### src/rtl/instr_fetch_queue.sv
// Dual-slot instruction fetch queue: a circular buffer that accepts up to two entries per cycle and presents the two oldest to decode.
// Entries are visible one cycle after acceptance; in_ready drops when fewer than two slots are free, and the sender holds its data until then.
module instr_fetch_queue #(
    parameter int DEPTH = 8
) (
    input  logic                     clk,
    input  logic                     rst,
    input  logic                     flush,
    input  logic [1:0]               in_valid,
    input  logic [31:0]              in_vaddr0,
    input  logic [31:0]              in_vaddr1,
    input  logic [31:0]              in_instr0,
    input  logic [31:0]              in_instr1,
    output logic                     in_ready,
    output logic [1:0]               out_valid,
    output logic [31:0]              out_vaddr0,
    output logic [31:0]              out_vaddr1,
    output logic [31:0]              out_instr0,
    output logic [31:0]              out_instr1,
    input  logic [1:0]               out_pop,
    output logic [$clog2(DEPTH):0]   count
);

    localparam int AW = $clog2(DEPTH);
    localparam int CW = AW + 1;

    typedef struct packed {
        logic [31:0] vaddr;
        logic [31:0] instr;
    } entry_t;

    entry_t        r_mem [DEPTH];
    logic [AW-1:0] r_head;
    logic [AW-1:0] r_tail;
    logic [CW-1:0] r_count;

    logic [CW-1:0] w_free;
    logic [1:0]    w_push_n;
    logic [1:0]    w_pop_req;
    logic [1:0]    w_pop_n;
    logic [AW-1:0] w_head1;
    logic [AW-1:0] w_tail1;

    always_comb begin
        w_free   = CW'(DEPTH) - r_count;
        in_ready = (w_free >= CW'(2));

        // Illegal slot patterns (2'b10) count as no transfer.
        w_push_n = 2'd0;
        if (in_ready) begin
            case (in_valid)
                2'b01:   w_push_n = 2'd1;
                2'b11:   w_push_n = 2'd2;
                default: w_push_n = 2'd0;
            endcase
        end

        case (out_pop)
            2'b01:   w_pop_req = 2'd1;
            2'b11:   w_pop_req = 2'd2;
            default: w_pop_req = 2'd0;
        endcase
        w_pop_n = (CW'(w_pop_req) > r_count) ? r_count[1:0] : w_pop_req;

        w_head1 = r_head + AW'(1);
        w_tail1 = r_tail + AW'(1);
    end

    assign out_valid[0] = (r_count != '0);
    assign out_valid[1] = (r_count >= CW'(2));
    assign out_vaddr0   = r_mem[r_head].vaddr;
    assign out_instr0   = r_mem[r_head].instr;
    assign out_vaddr1   = r_mem[w_head1].vaddr;
    assign out_instr1   = r_mem[w_head1].instr;
    assign count        = r_count;

    always_ff @(posedge clk or posedge rst) begin
        if (rst) begin
            r_head  <= '0;
            r_tail  <= '0;
            r_count <= '0;
        end else if (flush) begin
            r_head  <= '0;
            r_tail  <= '0;
            r_count <= '0;
        end else begin
            r_head  <= r_head + AW'(w_pop_n);
            r_tail  <= r_tail + AW'(w_push_n);
            r_count <= r_count + CW'(w_push_n) - CW'(w_pop_n);
        end
    end

    // Storage has no reset; occupancy alone decides what is valid.
    always_ff @(posedge clk) begin
        if (!rst && !flush) begin
            if (w_push_n != 2'd0) begin
                r_mem[r_tail] <= '{vaddr: in_vaddr0, instr: in_instr0};
            end
            if (w_push_n == 2'd2) begin
                r_mem[w_tail1] <= '{vaddr: in_vaddr1, instr: in_instr1};
            end
        end
    end

endmodule
### config.mk
export PLATFORM = sky130hd
export DESIGN_NAME = instr_fetch_queue
export DESIGN_NICKNAME = d
export VERILOG_FILES = /design/src/rtl/instr_fetch_queue.sv
export SDC_FILE = /design/constraint.sdc
export NUM_CORES = 1
export LEC_CHECK = 0
export BUFFER_PORTS_ARGS = -buffer_cell sky130_fd_sc_hd__buf_2
export CORE_MARGIN = 1
export CORE_UTILIZATION = 46
export DETAILED_ROUTE_END_ITERATION = 16
export HOLD_SLACK_MARGIN = 0.05
export PLACE_DENSITY = 0.67
export SLEW_MARGIN = 20
export SYNTH_ARGS = -nofsm -noshare
export SYNTH_HDL_FRONTEND = slang
export SYNTH_SLANG_ARGS = --single-unit
export TNS_END_PERCENT = 10
### constraint.sdc
create_clock -name clk -period 6.8 [get_ports clk]
set_clock_uncertainty 0.2 [all_clocks]
set_input_delay 0.68 -clock clk [delete_from_list [all_inputs] [get_ports clk]]
set_output_delay 0.68 -clock clk [all_outputs]
set_load 0.1 [all_outputs]
After elaboration in Yosys (flattened, before gate mapping). Memory sizes are Yosys's and may differ from the RTL's. Cells that the tools add are included.

Register bits after elaboration: 10. Bits in writable memories: 512. Bits of input ports: 135. Output and inout bits: 135. Memories kept: 1.

Add/sub/neg operators: 7. $lt $le $gt $ge: 3. Eq/ne operators: 5. Muxes and demuxes: 13. Reduce and logical (&&, ||, !) cells: 5.

Memories: r_mem (depth 8, bits a word 64, read ports 2, clocked after Yosys merged registers in 0, wr ports 2, line 32) `entry_t r_mem [DEPTH];`.

Operators by type and width (count): greater-or-equal comparator 4 x 2 -> 1 bit (second input constant) (2); case mux 2 bit (2 select lines) (2); adder 3 x 1 -> 3 bit (second input constant) (2); adder 3 x 2 -> 3 bit (2); equality test 2 bit (second input constant) (3); 2-to-1 mux 1 bit (6); 2-to-1 mux 3 bit (2); adder 4 x 2 -> 4 bit (1); equality test 2 x 1 -> 1 bit (second input constant) (2); greater-than comparator 2 x 4 -> 1 bit (1); 2-to-1 mux 2 bit (2); 2-to-1 mux 4 bit (1); nonzero test 4 bit (1); subtractor 4 x 2 -> 4 bit (1); subtractor 4 bit (first input constant) (1); zero test 1 bit (2); nonzero test 2 bit (1); logical AND 1 bit (1).

Depth between registers and ports, before layout. Gate-level depths: netlist of run 1.

Depth after elaboration: 7. Mapped depth: 14.

Least setup slack after synthesis of run 1. OpenSTA, ideal clock, no wires.

Path kind: register -> register. Start: reg r_count[1] (netlist: count[1]). End: mem r_mem[4][0] in the netlist's numbering, enable pin. Arrival: 6.722 ns. Slack: -0.696 ns. Cell stages (with the launch flop): 8. Buffers on the path: 1. Cells stage by stage: dfrtp_1 inv_1 ha_1 a211oi_1 nand4_2 buf_6 nand3b_1 o21ai_0.

RTL lines: from (decl) (line 35) `logic [CW-1:0] r_count;`; from (signal assigned) (line 89) `r_count <= r_count + CW'(w_push_n) - CW'(w_pop_n);`; to (decl) (line 32).

Worst setup path in the final report of run 1.
Start: reg r_head[0]. End: out out_vaddr1[7].

Cells in the longest elaborated chain, start to end: 2.

RTL lines: from (decl) (line 33) `logic [AW-1:0] r_head;`; from (signal assigned) (line 87) `r_head <= r_head + AW'(w_pop_n);`; adder 3 x 1 -> 3 bit (line 65) `w_head1 = r_head + AW'(1);`; memory (8 x 64 bit); to (decl) (line 17) `output logic [31:0] out_vaddr1,`.

Every way passes these cells.

==> results summary, run 1 <==
The run finished with clean final reports. The routing usage on met2 is 0.406. TritonCTS built the clock tree. Input and output buffers added on the ports amount to 269. The number of enable flip-flop cells after synthesis came out at 512.

The dominant synthesized flop cell is sky130_fd_sc_hd__edfxtp_1. The core region is 64900 um2. After the first detailed-routing iteration, the DRC count stood at 1464. The count of mapped cells out of synthesis is 1644. The worst register-to-register path has a setup slack of 2370 ps. The worst path in the final design needs a cycle of 4960 ps, including I/O delays and setup. The portion of the post-synthesis area used by sequential elements is 0.513. The detailed-route vias per instance is 6.22. The global-route track usage on met1 is 0.333. The row count came out at 93.

The insertion delay of the later-clocked pin in the worst-skew pair is 620 ps. The highest attainable clock frequency is 202 MHz. Clock-pin slew was measured on the worst setup and hold paths at 60 ps. The total wire length is 83400 um. The kind of launch point of the worst setup path is a register. Max-cap violations in this run came to 0. The share of cells above drive strength 1 came out at 0.634. The layer carrying the most global-route usage is met2. Each instance of the synthesized netlist takes up on average 18.5 um2.

The average detailed-routed wire length per instance came out at 30.1 um. The worst hold path belongs to the class input pin to register. The number of antenna violations at the first check in global routing came out at 22. Summing over every cut layer, the via total after detailed routing is 17300. Entering global routing, the biggest net connects 117 pins. The post-synthesis cell area came out at 30500 um2. The transition time at the pin with the least slew margin came out at 1160 ps. The H-tree was split into 2 levels. The global placer's final weighted congestion is 0.800.

Data on the critical path arrives at its endpoint at 4080 ps. The via count of the first global-routing pass was 18400. In the final design database the tool counted 2021 nets. The library cell used most frequently in the layout, excluding fill and tap cells, is sky130_fd_sc_hd__edfxtp_1.

Summed over all cells, the static leakage comes to 11.6 nW. The die outline width is 259 um. The net count of the mapped netlist came out at 1797. The post-route antenna net violation count is 0. Of the available clock period, the critical path in the final layout requires 0.730. The maximum net fanout on the critical path is 75. The total global routing track utilization is 0.248. The full die area is 67200 um2.

The fraction of the core area covered by cells at the end of the flow came out at 0.530. The final count of pins violating max slew is 0. Setup total negative slack on the finished layout was measured at 0 ps. The met3 global-route usage is 0.0503.

The first global-routing pass estimated 122000 um of wire. The iteration count of the initial detailed-routing pass is 7. The fraction of registers with async set/reset is 0.0192. The number of remaining DRC errors is 0. The type of the setup path with the least slack is register to output pin. For this design the top-level I/O count stands at 270. The area growth from synthesis to layout is 12.9%. The buffer depth of the longest clock path came out at 3. Buffers inserted during clock tree synthesis total 55.

The cell area power density is 474 nW/um2. Setup violations remaining at the end of the flow were counted as 0. The worst setup path is captured at an output pin. The total overflow reported by the global router came out at 0.

The total of fill cells in the finished design is 5264. The flip-flop and latch count after synthesis is 522. The vertical die dimension came out at 259 um. The library cells used most frequently in the layout, excluding fill and tap cells, are 512 x sky130_fd_sc_hd__edfxtp_1, 475 x sky130_fd_sc_hd__mux2_2, 269 x sky130_fd_sc_hd__buf_2, 256 x sky130_fd_sc_hd__mux4_2, 89 x sky130_fd_sc_hd__mux2_4. The total count of hold-check failures in the final report came to 0. The headroom to the max-slew limit is 0.223. For the worst setup path, the data required time is 5920 ps.

The wire-length estimate of the detail-placed layout is 46900 um. The count of clock tree sinks is 522. The worst ir drop on vdd came out at 0.544 mV. Setup repair after global routing left no endpoint under its margin.

The number of different library cells used by synthesis comes to 39. The starting density of the core is 0.469. For this run, the number of Yosys warnings is 0. The buffer type at the clock tree root is sky130_fd_sc_hd__clkbuf_16.
[worst max-delay path, stage by stage, from the launching register on]
cell,delay [ps]
sky130_fd_sc_hd__dfrtp_4,1000
sky130_fd_sc_hd__ha_4,890
sky130_fd_sc_hd__buf_12,510
sky130_fd_sc_hd__mux4_2,380
sky130_fd_sc_hd__mux2_2,310
sky130_fd_sc_hd__buf_2,300
[cells by family after synthesis]
logic type | after synthesis | synth area share
simple gates | 42 | 0.00826
flops | 522 | 0.513
fa+ha+maj | 18 | 0.00838
buf+inv | 141 | 0.0277
xor+xnor | 8 | 0.00230
compound gates | 16 | 0.00312
mux | 897 | 0.437
[cell usage after synthesis (2+ instances only)]
library cell                 n  share of area
sky130_fd_sc_hd__mux2_1     76          0.028
sky130_fd_sc_hd__buf_1       2        0.00025
sky130_fd_sc_hd__ha_1       14         0.0058
sky130_fd_sc_hd__nand2_1     4        0.00049
sky130_fd_sc_hd__o21bai_1    2        0.00049
sky130_fd_sc_hd__and4_1      2        0.00058
sky130_fd_sc_hd__edfxtp_1  512           0.50
sky130_fd_sc_hd__nand3_1     7         0.0012
sky130_fd_sc_hd__buf_2      48         0.0079
sky130_fd_sc_hd__dfrtp_1    10         0.0082
sky130_fd_sc_hd__buf_6      27          0.010
sky130_fd_sc_hd__nand3b_1    3        0.00074
sky130_fd_sc_hd__xor2_1      4         0.0012
sky130_fd_sc_hd__and2_1      2        0.00041
sky130_fd_sc_hd__mux2_4     89          0.044
sky130_fd_sc_hd__or4_1       2        0.00049
sky130_fd_sc_hd__inv_1      11         0.0014
sky130_fd_sc_hd__mux2_2    475           0.18
sky130_fd_sc_hd__xnor2_1     4         0.0012
sky130_fd_sc_hd__nor2_1      9         0.0011
sky130_fd_sc_hd__fa_1        4         0.0026
sky130_fd_sc_hd__nor2b_1     6         0.0012
sky130_fd_sc_hd__o21ai_0     9         0.0015
sky130_fd_sc_hd__mux4_2    256           0.19
sky130_fd_sc_hd__buf_4      14         0.0035
sky130_fd_sc_hd__clkbuf_1   39         0.0048
[through the flow]
stage	area (um2)	hold slack (ps)	power [W]	setup WS [ps]	cells
floorplan	30500	320	0.0117	-690	1644
global placement	32600	494	0.0133	2460	2665
detailed placement	32600	507	0.0134	2370	2665
CTS	34400	169	0.0164	1770	2763
global route	34400	202	0.0168	1680	2769
finish	34400	189	0.0163	1840	2774
[path summary, 6_finish.rpt]
kind	from	to	cells past startpoint
hold reg to reg	r_tail[2]	r_tail[2]	2
setup reg to reg	count[1]	r_mem[5][43]	6
max in group asynchronous	rst	r_head[0]	3
setup / recovery	r_head[0]	out_vaddr1[7]	5
hold / removal	flush	r_head[2]	2
min in group asynchronous	rst	r_tail[0]	3
[routing by layer]
metal | part of all wire | vias to the layer above | routed length, um
met5 | 0.0017 | - | 144
met4 | 0.024 | 24 | 2040
met3 | 0.069 | 135 | 5750
met2 | 0.49 | 581 | 40900
met1 | 0.41 | 9146 | 34600
li1 | - | 7366 | -
[where the power goes]
part           internal, W  switching, W
sequential         0.00372      0.000203
clock              0.00177       0.00127
combinational      0.00261       0.00672
total              0.00811       0.00820
[registers in the layout, indices dropped and copies added (netlist names)]
register  count
count         4
r_mem       512
r_head        3
r_tail        3
[layout make-up]
cell class,count,area (um2),area share
inverters,11,41.3,0.00120
clock inverters,32,355,0.0103
flip-flops and latches,522,15600,0.455
repair buffers,297,1700,0.0493
well taps,855,1070,0.0311
clock buffers,65,1410,0.0411
diodes,11,27.5,0.000800
multi-input cells,981,14200,0.411
[timing repair]
action | CTS | global route
resized for setup | 0 | 0
hold endpoints to repair | 10 | 0
buffers inserted | 0 | 0
hold buffers | 1 | 0
Note: power is estimated with default switching activity, not from simulation.
==> run 2: changes to the inputs <==
==> constraint.sdc (replaced) <==
create_clock -name clk -period 4 [get_ports clk]
set_clock_uncertainty 0.2 [all_clocks]
set_input_delay 0.4 -clock clk [delete_from_list [all_inputs] [get_ports clk]]
set_output_delay 0.4 -clock clk [all_outputs]
set_load 0.1 [all_outputs]
==> run 2 against run 1 <==
  * Sequential power grew 66%
  * Register-to-register slack worse by 2100 ps
  * Hold slack lost 100 ps
  * Combinational power is 77% higher
  * Cell area rose by 6.7%
  * Sequential share of layout area is 2.9 points lower
  * Non-clock buffer count grew 214
  * Total power increased by 72%
  * Core utilization up 3.6 points
  * Clock power is 64% higher
  * Die area did not move
  * Critical path type is now register to register
  * Largest cell class unchanged
  * Highest routed layer unchanged
==> results summary, run 2 (same netlist as run 1, synthesis figures left out) <==
The area of the core came out at 64900 um2. TritonCTS built the clock tree. STA classifies the critical path endpoint as a register. The max capacitance violation total came out at 0. Leaving out fill and tap cells, the most frequent cells in the layout are 512 x sky130_fd_sc_hd__edfxtp_1, 475 x sky130_fd_sc_hd__mux2_2, 266 x sky130_fd_sc_hd__buf_2, 256 x sky130_fd_sc_hd__mux4_2, 194 x sky130_fd_sc_hd__dlygate4sd3_1. The worst setup path startpoint is count[0]. The final critical delay including setup and external delays is 3750 ps. The count of endpoints failing setup in the final report is 0. The data arrival at the endpoint of the critical path came out at 3910 ps. Leaving out fill and tap cells, the most frequent cell in the layout is sky130_fd_sc_hd__edfxtp_1. Measured on the finished design, the core utilization comes to 0.565. The register bank with the most flops is r_mem.

The number of setup buffers added after CTS is 0. The port buffer count came out at 269. After global routing the overflow that remains totals 0. The final count of pins violating max slew came out at 0. The number of placed I/O pins is 270.

In this run the clock root is driven by a sky130_fd_sc_hd__clkbuf_16. The transition time at the pin with the least slew margin is 948 ps. The area growth from synthesis to layout is 20.5%. The proportion of power drawn by combinational gates came out at 0.590. The static leakage power came out at 12.6 nW.

The proportion of total power due to net switching is 0.503. The number of antenna violations at the first check in global routing is 9. The number of cells traversed by the worst hold path came out at 4. The worst reg-to-reg setup slack came out at 250 ps. The clock power share is 0.178.

The worst endpoint required time is 4150 ps. The endpoint identified for the worst register-to-register timing path is r_mem[0][21]. Across the VDD grid, the largest voltage drop is 1.01 mV.

The worst setup path is launched from a register. The routed design has 83400 um of wire. Post-CTS repair changed the size of 0 cells. The starting density of the core came out at 0.469. The total clock buffers created by CTS is 57.

Detailed placement finished with a half-perimeter wire length of 48200 um. The first-pass GRT wire length is 125000 um. The tightest hold path in the finished design has a slack of 87.0 ps. The design draws 0.0280 W. For hold timing, the worst endpoint is r_tail[1]. The share of the clock period used by the worst path is 0.939. The insertion delay of the later-clocked pin in the worst-skew pair is 610 ps.

The die outline width came out at 259 um. The buffer depth of the longest clock path came out at 3. Derived from the worst setup path, the maximum achievable clock frequency is 266 MHz.

The via count of the routed design is 18300. The worst reg2reg path depth came out at 9. The level count of the clock H-tree is 2. The total global routing track utilization is 0.249.

The final layout net count is 2237. Once detail routing completed, the nets flagged for antenna violations numbered 0. In the final layout, the share of cells above drive strength 1 is 0.577.

The number of hold buffers added after CTS was 194. The number of remaining DRC errors came out at 0. The startpoint identified for the worst register-to-register timing path is count[0]. The startpoint of the most critical hold path is in_valid[1]. The total count of hold-check failures in the final report was 0.

The switching component of the power came out at 0.0141 W. The floorplan step defined a die boundary enclosing 67200 um2. After the first detailed-routing iteration, the DRC count stood at 1511.

The via count of the first global-routing pass came out at 19600. The flip-flop count of the largest register, all copies and words added came out at 512. The detailed-route vias per instance is 6.12. The row count came out at 93. The run finished with clean final reports. The worst hold path belongs to the class input pin to register. The type of the setup path with the least slack is register to register. Along the worst path, the maximum fanout reaches 18. The global placer's final weighted congestion is 0.803. The pin count of the biggest net entering global routing came out at 105. The internal power component is 0.0139 W. Setup repair after global routing left no endpoint under its margin. The average detailed-routed wire length per instance is 27.9 um. The cell area power density is 763 nW/um2. The sequential share of power is 0.232. The iteration count of the initial detailed-routing pass is 5. The vertical die dimension came out at 259 um. The count of clock tree sinks is 522. The headroom to the max-slew limit is 0.368. The clock-pin slew on the worst setup and hold paths is 60 ps.
## run 2: power by group through the flow
stage                     clock [W]  sequential (W)  combinational (W)
after floorplan                   0         0.00664             0.0133
final                       0.00499         0.00649             0.0165
after global routing        0.00528         0.00651             0.0171
after CTS                   0.00507         0.00649             0.0166
after detailed placement          0         0.00660             0.0164
after global placement            0         0.00658             0.0164
## run 2: routing by layer
layer / vias to the layer above / GRT usage / wire (um)
met4: 12 / 0.0683 / 1900
met2: 682 / 0.417 / 41500
met5: - / 0 / 82
met3: 123 / 0.0397 / 5370
li1: 7794 / - / -
met1: 9688 / 0.337 / 34500
## run 2: metrics by stage
stage	setup WS (ps)	area (um2)	TNS [ps]	std cells
after global routing	167	36700	0	2988
final	246	36700	0	2988
after floorplan	-599	30500	-138470	1644
after detailed placement	662	33000	0	2686
after global placement	649	33000	0	2686
after CTS	293	36700	0	2985
## run 2: cell type report
cell class | count | area [um2]
diodes | 3 | 7.51
repair buffers | 511 | 4070
clock inverters | 29 | 184
well taps | 855 | 1070
flip-flops and latches | 522 | 15600
fillers | 5139 | 28200
inverters | 11 | 41.3
multi-input cells | 981 | 14200
clock buffers | 76 | 1540
## run 2: worst max-delay path by stage
stage | endpoint | slack [ps] | depth (start not counted)
after floorplan | r_mem[6][0] | -600 | 7
after detailed placement | count[3] | 660 | 13
after global routing | r_mem[0][22] | 170 | 9
after global placement | count[3] | 650 | 13
after CTS | r_mem[0][21] | 290 | 9
final | r_mem[0][21] | 250 | 9
## run 2: worst max-delay path, cell delays in order (launching register included)
cell and delay, ps:
sky130_fd_sc_hd__dfrtp_1 460, sky130_fd_sc_hd__inv_1 120, sky130_fd_sc_hd__ha_1 310, sky130_fd_sc_hd__a211oi_1 270
sky130_fd_sc_hd__nand4_2 200, sky130_fd_sc_hd__buf_4 230, sky130_fd_sc_hd__nand3_4 340, sky130_fd_sc_hd__buf_4 400
sky130_fd_sc_hd__mux2_1 370, sky130_fd_sc_hd__dlygate4sd3_1 570
